<file path="src/rtl/io_dev_pkg.sv">
// io_dev_pkg: shared constants for the I/O device scheduler.
// State encodings for the input, unit-side and sink FSMs plus source/sink indices.
package io_dev_pkg;

  localparam int CHAR_W = 5;

  localparam int SRC_TAPE  = 0;
  localparam int SRC_KBD   = 1;
  localparam int SNK_PRN   = 0;
  localparam int SNK_PUNCH = 1;

  // Input-side FSM
  localparam logic [1:0] I_IDLE = 2'd0;
  localparam logic [1:0] I_ARM  = 2'd1;
  localparam logic [1:0] I_HOLD = 2'd2;

  // Unit-side (output acceptance) FSM
  localparam logic [0:0] O_IDLE = 1'b0;
  localparam logic [0:0] O_ACK  = 1'b1;

  // Sink fan-out FSM
  localparam logic [1:0] S_IDLE = 2'd0;
  localparam logic [1:0] S_RDY  = 2'd1;
  localparam logic [1:0] S_REL  = 2'd2;

endpackage

</file>
<file path="src/rtl/io_dev_fifo.sv">
// io_dev_fifo: DEPTH x W character buffer with push/pop/flush.
// Push into a full FIFO and pop from an empty one are ignored; flush beats both.
module io_dev_fifo
  import io_dev_pkg::*;
#(
  parameter int DEPTH = 4,
  parameter int W     = CHAR_W
) (
  input  logic                       clk,
  input  logic                       resetn,
  input  logic                       push,
  input  logic [W-1:0]               push_data,
  input  logic                       pop,
  input  logic                       flush,
  output logic [W-1:0]               head,
  output logic [$clog2(DEPTH+1)-1:0] count,
  output logic                       empty,
  output logic                       full
);

  localparam int PW = $clog2(DEPTH);
  localparam int CW = $clog2(DEPTH + 1);

  logic [W-1:0]  mem_r [DEPTH];
  logic [PW-1:0] wr_ptr_r;
  logic [PW-1:0] rd_ptr_r;
  logic [CW-1:0] count_r;
  logic          push_ok_s;
  logic          pop_ok_s;

  assign empty = (count_r == CW'(0));
  assign full  = (count_r == CW'(DEPTH));
  assign count = count_r;
  assign head  = mem_r[rd_ptr_r];

  // Qualify requests against current occupancy; flush suppresses both.
  always_comb begin
    push_ok_s = 1'b0;
    pop_ok_s  = 1'b0;
    if (!flush) begin
      push_ok_s = push && !full;
      pop_ok_s  = pop && !empty;
    end else begin
      push_ok_s = 1'b0;
      pop_ok_s  = 1'b0;
    end
  end

  // Pointer and occupancy bookkeeping; pointers wrap naturally (DEPTH is a power of two).
  always_ff @(posedge clk or negedge resetn) begin
    if (!resetn) begin
      wr_ptr_r <= PW'(0);
      rd_ptr_r <= PW'(0);
      count_r  <= CW'(0);
    end else if (flush) begin
      wr_ptr_r <= PW'(0);
      rd_ptr_r <= PW'(0);
      count_r  <= CW'(0);
    end else begin
      if (push_ok_s) wr_ptr_r <= wr_ptr_r + PW'(1);
      if (pop_ok_s)  rd_ptr_r <= rd_ptr_r + PW'(1);
      case ({push_ok_s, pop_ok_s})
        2'b10:   count_r <= count_r + CW'(1);
        2'b01:   count_r <= count_r - CW'(1);
        default: count_r <= count_r;
      endcase
    end
  end

  // Character storage, cleared on reset so the head never shows stale data.
  always_ff @(posedge clk or negedge resetn) begin
    if (!resetn) begin
      for (int i = 0; i < DEPTH; i++) mem_r[i] <= {W{1'b0}};
    end else if (push_ok_s) begin
      mem_r[wr_ptr_r] <= push_data;
    end
  end

endmodule

</file>
<file path="src/rtl/io_dev_scheduler.sv">
// io_dev_scheduler: arbitrates the unit's input port between tape reader and keyboard,
// and buffers/fans out output characters to printer and punch.
// Optional sink watchdog: define IO_DEV_TIMEOUT_EN.
module io_dev_scheduler
  import io_dev_pkg::*;
#(
  parameter int DEPTH          = 4,
  parameter int TIMEOUT_CYCLES = 1000000
) (
  input  logic              clk,
  input  logic              resetn,
  input  logic              input_rdy_from_io,
  output logic              input_val_to_io,
  output logic [CHAR_W-1:0] input_data_to_io,
  output logic [1:0]        src_rdy_to_dev,
  input  logic [1:0]        src_val_from_dev,
  input  logic [CHAR_W-1:0] src_data0_from_dev,
  input  logic [CHAR_W-1:0] src_data1_from_dev,
  input  logic              input_src_sel_from_pnl,
  input  logic              output_rdy_from_io,
  input  logic [CHAR_W-1:0] output_data_from_io,
  output logic              output_ack_to_io,
  output logic [1:0]        snk_rdy_to_dev,
  input  logic [1:0]        snk_ack_from_dev,
  output logic [CHAR_W-1:0] snk_data_to_dev,
  input  logic [1:0]        snk_en_from_pnl,
  input  logic              flush_from_pnl,
  output logic              output_busy_to_pnl,
  output logic              timeout_to_pnl
);

  localparam int CW = $clog2(DEPTH + 1);

  // ---------------- input side ----------------
  logic [1:0] i_state_r;
  logic [1:0] i_state_nxt_s;
  logic       grant_r;
  logic       grant_nxt_s;
  logic       sel_val_s;

  assign sel_val_s = grant_r ? src_val_from_dev[SRC_KBD] : src_val_from_dev[SRC_TAPE];

  // Input FSM next state; grant only changes when leaving I_IDLE.
  always_comb begin
    i_state_nxt_s = i_state_r;
    grant_nxt_s   = grant_r;
    case (i_state_r)
      I_IDLE: begin
        if (input_rdy_from_io) begin
          grant_nxt_s   = input_src_sel_from_pnl;
          i_state_nxt_s = I_ARM;
        end else begin
          i_state_nxt_s = I_IDLE;
        end
      end
      I_ARM: begin
        if (sel_val_s)               i_state_nxt_s = I_HOLD;
        else if (!input_rdy_from_io) i_state_nxt_s = I_IDLE;
        else                         i_state_nxt_s = I_ARM;
      end
      I_HOLD: begin
        if (!sel_val_s) i_state_nxt_s = I_IDLE;
        else            i_state_nxt_s = I_HOLD;
      end
      default: i_state_nxt_s = I_IDLE;
    endcase
  end

  // Input FSM state and grant registers.
  always_ff @(posedge clk or negedge resetn) begin
    if (!resetn) begin
      i_state_r <= I_IDLE;
      grant_r   <= 1'b0;
    end else begin
      i_state_r <= i_state_nxt_s;
      grant_r   <= grant_nxt_s;
    end
  end

  // Zero-latency forwarding of the granted source toward the unit.
  always_comb begin
    src_rdy_to_dev   = 2'b00;
    input_val_to_io  = 1'b0;
    input_data_to_io = {CHAR_W{1'b0}};
    case (i_state_r)
      I_ARM: begin
        src_rdy_to_dev   = grant_r ? 2'b10 : 2'b01;
        input_val_to_io  = sel_val_s;
        input_data_to_io = grant_r ? src_data1_from_dev : src_data0_from_dev;
      end
      I_HOLD: begin
        input_val_to_io  = sel_val_s;
        input_data_to_io = grant_r ? src_data1_from_dev : src_data0_from_dev;
      end
      default: begin
        src_rdy_to_dev   = 2'b00;
        input_val_to_io  = 1'b0;
        input_data_to_io = {CHAR_W{1'b0}};
      end
    endcase
  end

  // ---------------- output side ----------------
  logic [0:0]        o_state_r;
  logic              push_s;
  logic              pop_s;
  logic [CHAR_W-1:0] head_s;
  logic [CW-1:0]     count_s;
  logic              empty_s;
  logic              full_s;

  // Full is judged on the registered count, so a same-cycle pop never admits a push.
  assign push_s           = (o_state_r == O_IDLE) && output_rdy_from_io && !full_s;
  assign output_ack_to_io = (o_state_r == O_ACK);

  // Unit-side acceptance FSM; flush deliberately does not touch it.
  always_ff @(posedge clk or negedge resetn) begin
    if (!resetn) begin
      o_state_r <= O_IDLE;
    end else begin
      case (o_state_r)
        O_IDLE:  o_state_r <= push_s ? O_ACK : O_IDLE;
        O_ACK:   o_state_r <= output_rdy_from_io ? O_ACK : O_IDLE;
        default: o_state_r <= O_IDLE;
      endcase
    end
  end

  io_dev_fifo #(
    .DEPTH (DEPTH),
    .W     (CHAR_W)
  ) u_fifo (
    .clk       (clk),
    .resetn    (resetn),
    .push      (push_s),
    .push_data (output_data_from_io),
    .pop       (pop_s),
    .flush     (flush_from_pnl),
    .head      (head_s),
    .count     (count_s),
    .empty     (empty_s),
    .full      (full_s)
  );

  logic [1:0] s_state_r;
  logic [1:0] s_state_nxt_s;
  logic [1:0] mask_r;
  logic [1:0] mask_nxt_s;
  logic [1:0] got_r;
  logic [1:0] got_nxt_s;
  logic       tmo_hit_s;

  // Sink fan-out FSM: wait for every enabled sink's ack, then for all acks to drop.
  always_comb begin
    s_state_nxt_s = s_state_r;
    mask_nxt_s    = mask_r;
    got_nxt_s     = got_r;
    pop_s         = 1'b0;
    case (s_state_r)
      S_IDLE: begin
        if (!empty_s) begin
          mask_nxt_s = snk_en_from_pnl;
          if (snk_en_from_pnl == 2'b00) pop_s = 1'b1;
          else                          s_state_nxt_s = S_RDY;
        end else begin
          s_state_nxt_s = S_IDLE;
        end
      end
      S_RDY: begin
        got_nxt_s = got_r | (snk_ack_from_dev & mask_r);
        if (got_nxt_s == mask_r) s_state_nxt_s = S_REL;
        else                     s_state_nxt_s = S_RDY;
      end
      S_REL: begin
        if ((snk_ack_from_dev & mask_r) == 2'b00) begin
          pop_s         = 1'b1;
          got_nxt_s     = 2'b00;
          s_state_nxt_s = S_IDLE;
        end else begin
          s_state_nxt_s = S_REL;
        end
      end
      default: begin
        s_state_nxt_s = S_IDLE;
        got_nxt_s     = 2'b00;
      end
    endcase
    if (tmo_hit_s) begin
      pop_s         = 1'b1;
      got_nxt_s     = 2'b00;
      s_state_nxt_s = S_IDLE;
    end else begin
      pop_s = pop_s;
    end
    if (flush_from_pnl) begin
      pop_s         = 1'b0;
      got_nxt_s     = 2'b00;
      s_state_nxt_s = S_IDLE;
    end else begin
      pop_s = pop_s;
    end
  end

  // Sink FSM state, latched sink mask and per-sink ack record.
  always_ff @(posedge clk or negedge resetn) begin
    if (!resetn) begin
      s_state_r <= S_IDLE;
      mask_r    <= 2'b00;
      got_r     <= 2'b00;
    end else begin
      s_state_r <= s_state_nxt_s;
      mask_r    <= mask_nxt_s;
      got_r     <= got_nxt_s;
    end
  end

  // Sink-facing outputs derived from registered state; head is stable while not idle.
  always_comb begin
    snk_rdy_to_dev  = 2'b00;
    snk_data_to_dev = {CHAR_W{1'b0}};
    if (s_state_r != S_IDLE) begin
      snk_data_to_dev = head_s;
      snk_rdy_to_dev  = (s_state_r == S_RDY) ? (mask_r & ~got_r) : 2'b00;
    end else begin
      snk_data_to_dev = {CHAR_W{1'b0}};
      snk_rdy_to_dev  = 2'b00;
    end
  end

  assign output_busy_to_pnl = (count_s != CW'(0)) || (s_state_r != S_IDLE);

`ifdef IO_DEV_TIMEOUT_EN
  localparam int TW = $clog2(TIMEOUT_CYCLES + 1);
  logic [TW-1:0] tmo_cnt_r;
  logic          timeout_r;

  assign tmo_hit_s = (s_state_r != S_IDLE) && (tmo_cnt_r == TW'(TIMEOUT_CYCLES - 1));
  assign timeout_to_pnl = timeout_r;

  // Watchdog: counts cycles spent waiting on sinks, restarts whenever the FSM idles.
  always_ff @(posedge clk or negedge resetn) begin
    if (!resetn) begin
      tmo_cnt_r <= TW'(0);
    end else if ((s_state_r != S_IDLE) && (s_state_nxt_s != S_IDLE)) begin
      tmo_cnt_r <= tmo_cnt_r + TW'(1);
    end else begin
      tmo_cnt_r <= TW'(0);
    end
  end

  // Sticky timeout flag, cleared only by reset.
  always_ff @(posedge clk or negedge resetn) begin
    if (!resetn) begin
      timeout_r <= 1'b0;
    end else if (tmo_hit_s && !flush_from_pnl) begin
      timeout_r <= 1'b1;
    end else begin
      timeout_r <= timeout_r;
    end
  end
`else
  logic unused_tmo_s;
  assign unused_tmo_s   = (TIMEOUT_CYCLES > 0);
  assign tmo_hit_s      = 1'b0;
  assign timeout_to_pnl = 1'b0;
`endif

endmodule

</file>
<file path="config.mk">
export PLATFORM = sky130hd
export DESIGN_NAME = io_dev_scheduler
export DESIGN_NICKNAME = d
export VERILOG_FILES = /design/src/rtl/io_dev_pkg.sv /design/src/rtl/io_dev_fifo.sv /design/src/rtl/io_dev_scheduler.sv
export SDC_FILE = /design/constraint.sdc
export NUM_CORES = 1
export LEC_CHECK = 0
export CAP_MARGIN = 20
export CORE_MARGIN = 2
export CORE_UTILIZATION = 55
export DETAILED_ROUTE_END_ITERATION = 10
export PLACE_DENSITY_LB_ADDON = 0.15
export SLEW_MARGIN = 0
export SYNTH_ARGS = -nofsm -noshare
export SYNTH_HDL_FRONTEND = slang
export SYNTH_HIERARCHICAL = 1
export SYNTH_SLANG_ARGS = --single-unit
</file>
<file path="constraint.sdc">
create_clock -name clk -period 7.04 [get_ports clk]
set_input_delay 0.704 -clock clk [delete_from_list [all_inputs] [get_ports clk]]
set_output_delay 0.704 -clock clk [all_outputs]
set_load 0.1 [all_outputs]
</file>
==> results.ini <==
[timing]
rsz0062_at_grt = no
setup_ws_ns = 3.73
slew_violations = 0
fmax_ghz = 0.302
period_share_pct = 47.0
min_period_ns = 3.31
slew_headroom_pct = 34.8
hold_violations = 0
setup_viol_count_final = 0
holdWs_ns = 0.495
final.setup.tns_ns = 0
worstMarginPinSlew_ns = 0.975
clock-skew-final_ns = 0.00294

[global_routing]
grt_pass1_wl_um = 7750
grt_overflow = 0
grt_usage_pct = 23.7
grt_max_degree = 38
antenna_found_initial = 0
grt_pass1_vias = 1737

[clocking]
post_cts_resized = 0
postCtsHoldBufs = 0
clk_latency_ns = 0.28
clkSinkCount = 37
numCtsBuffers = 5
cts.path.max_buffers = 2
cts_tree = built
root_buffer = clkbuf_8
post_cts_buffers = 0
clk_pin_slew_worst_paths_ns = 0.07
h-tree-depth = 2

[drt]
drt-pass1-iter-count = 5
routedWlPerCell_um = 15.7
drc = 0
drtAntennaViolNets = 0
viasPerCell = 5.55
drtIter0Drc = 84
via_count = 1632
wl_um = 4600

[cells_and_area]
drive_gt1_share_pct = 16.7
fin_area_um2 = 2750
antennaDiodeCount = 0
synthToLayoutAreaGrowth_pct = 26.4
final_nets = 281
fill_cells = 274

[critical_path]
path_class = reg2out
critPathMaxFanout = 7
worst_ep_arrival_time_ns = 2.60
worst_ep_required_time_ns = 6.34
start_kind = register
end_kind = primary output

[power]
ir_worst_vdd_uv = 196
intPower_uw = 505
clkPwrFrac_pct = 21.1
p_leak_nw = 1.21
switching_share_pct = 43.6
comb_power_share_pct = 47.2
seqPwrFrac_pct = 31.6
power_density_nw_per_um2 = 326
p_switching_uw = 390

[place]
placed_area_um2 = 2630
dp_slack_ns = 3.74
dpl.hpwl_um = 3400
gp_congestion = 0.791
io_buffer_count = 43

[logic_synthesis]
synth.distinct_cells = 42
ys.flop_type = dfrtp_1
ys_async_sr_fraction_pct = 100
ys_ff_latch = 37
yosysWarnings = 6
synth_edf_count = 0
ys_seq_area_share_pct = 42.6
syn_area_um2 = 2170
synth_nets = 239
syn_avg_cell_area_um2 = 10.7
synthCells = 203

[floorplan]
rows = 22
start_util_pct = 58.1
die_y_um = 66.9
die_area_um2 = 4470
core_area_um2 = 3740
dieWidth_um = 66.9
num_io_pins = 45

[worst_hold_path]
hold_path.class = reg2reg

[run]
drv_cap = 0

[status]
status = completed

## path summary, 6_finish.rpt
kind	start	endpoint	slack, ns	cells after the start
min in group asynchronous	resetn	mask_r[1]	0.85	2
max	u_fifo/rd_ptr_r[0]	snk_data_to_dev[2]	3.73	3
min	u_fifo/mem_r[3]	u_fifo/mem_r[3]	0.49	1
max in group asynchronous	resetn	output_ack_to_io	5.86	2
max reg2reg	u_fifo/count[0]	u_fifo/count[1]	3.98	10
min reg2reg	u_fifo/mem_r[3]	u_fifo/mem_r[3]	0.49	1
## power by group through the flow
stage / logic, mW / registers, mW / clock network (mW)
after CTS: 0.425 / 0.283 / 0.194
after detailed placement: 0.424 / 0.287 / 0
final: 0.423 / 0.283 / 0.189
after global routing: 0.445 / 0.288 / 0.207
after floorplan: 0.339 / 0.270 / 0
after global placement: 0.415 / 0.281 / 0
## sequential cells by signal, summed over array words and instances (netlist names)
signal            flops
got_r                 2
grant_r               1
i_state_r             2
mask_r                2
output_ack_to_io      1
s_state_r             2
u_fifo/count          3
u_fifo/mem_r         20
u_fifo/rd_ptr_r       2
u_fifo/wr_ptr_r       2
## worst max-delay path: stages (launching register included)
cell             delay [ns]
dfrtp_1                0.61
mux4_2                 0.57
nor2b_1                0.15
clkdlybuf4s50_1        0.99
## metrics by stage
stage               total power [mW]  instances  util (%)
finish                         0.895        294      73.4
CTS                            0.902        294      73.4
global route                   0.940        294      73.4
global placement               0.696        286      70.2
floorplan                      0.609        203         -
detailed placement             0.711        286      70.2
## cell type report
type	count	area, µm²	share of cell area [%]
Inverter	10	37.5	1.37
Tap cell	48	60.1	2.19
Timing Repair Buffer	45	445	16.2
Clock inverter	2	37.5	1.37
Sequential cell	37	926	33.7
Multi-Input combinational cell	146	1160	42.2
Clock buffer	6	82.6	3.01
## layout by cell type, fill, tap and decap left out, types with 2 or more instances in the layout
master,count
ha_1,8
dfrtp_1,37
xor2_1,2
nor3b_2,2
or3_1,2
nor2_1,16
o21ai_0,7
clkdlybuf4s50_1,43
a21o_1,2
buf_4,2
and2_1,2
mux2_2,15
nor3_1,5
mux2i_1,6
nand2b_1,2
xnor2_1,2
nand3_1,5
nor3b_1,4
a21oi_1,10
inv_1,10
clkbuf_8,6
nand2_1,14
mux4_2,5
a22oi_1,2
mux2_4,5
nor2b_1,15
## cell families after synthesis
| kind of cell | synth area share, % |
|---|---|
| simple gates | 17.7 |
| flops | 42.6 |
| mux | 19.7 |
| compound gates | 8.58 |
| buf+inv | 4.09 |
| fa+ha+maj | 5.53 |
| xor+xnor | 1.61 |
| other cells | 0.173 |
## Yosys cell counts, types with 2 or more instances
| master | instances | area share (%) |
|---|---|---|
| mux4_2 | 5 | 5.2 |
| xnor2_1 | 2 | 0.81 |
| a21o_1 | 2 | 0.69 |
| clkbuf_1 | 6 | 1.0 |
| nor3_1 | 5 | 1.2 |
| or3_1 | 2 | 0.58 |
| ha_1 | 8 | 4.6 |
| dfrtp_1 | 37 | 43 |
| mux2_2 | 15 | 7.8 |
| nor3b_1 | 4 | 1.4 |
| mux2i_1 | 6 | 2.8 |
| mux2_4 | 5 | 3.5 |
| nand2b_1 | 2 | 0.58 |
| o21ai_0 | 7 | 1.6 |
| buf_2 | 2 | 0.46 |
| nand2_1 | 14 | 2.4 |
| a21oi_1 | 10 | 2.3 |
| nor2_1 | 16 | 2.8 |
| nor2b_1 | 15 | 4.3 |
| inv_1 | 10 | 1.7 |
| a22oi_1 | 2 | 0.69 |
| nand3_1 | 5 | 1.2 |
| nor3b_2 | 2 | 1.2 |
| xor2_1 | 2 | 0.81 |
| and2_1 | 2 | 0.58 |
## layer usage
metal / routed length (µm) / GRT usage (%) / vias up
met5: 0 / 0 / -
met4: 72 / 8.67 / 0
met3: 274 / 6.93 / 8
met2: 2340 / 41.9 / 53
met1: 1920 / 27.2 / 785
li1: - / - / 786
(Power assumes the default switching activity.)
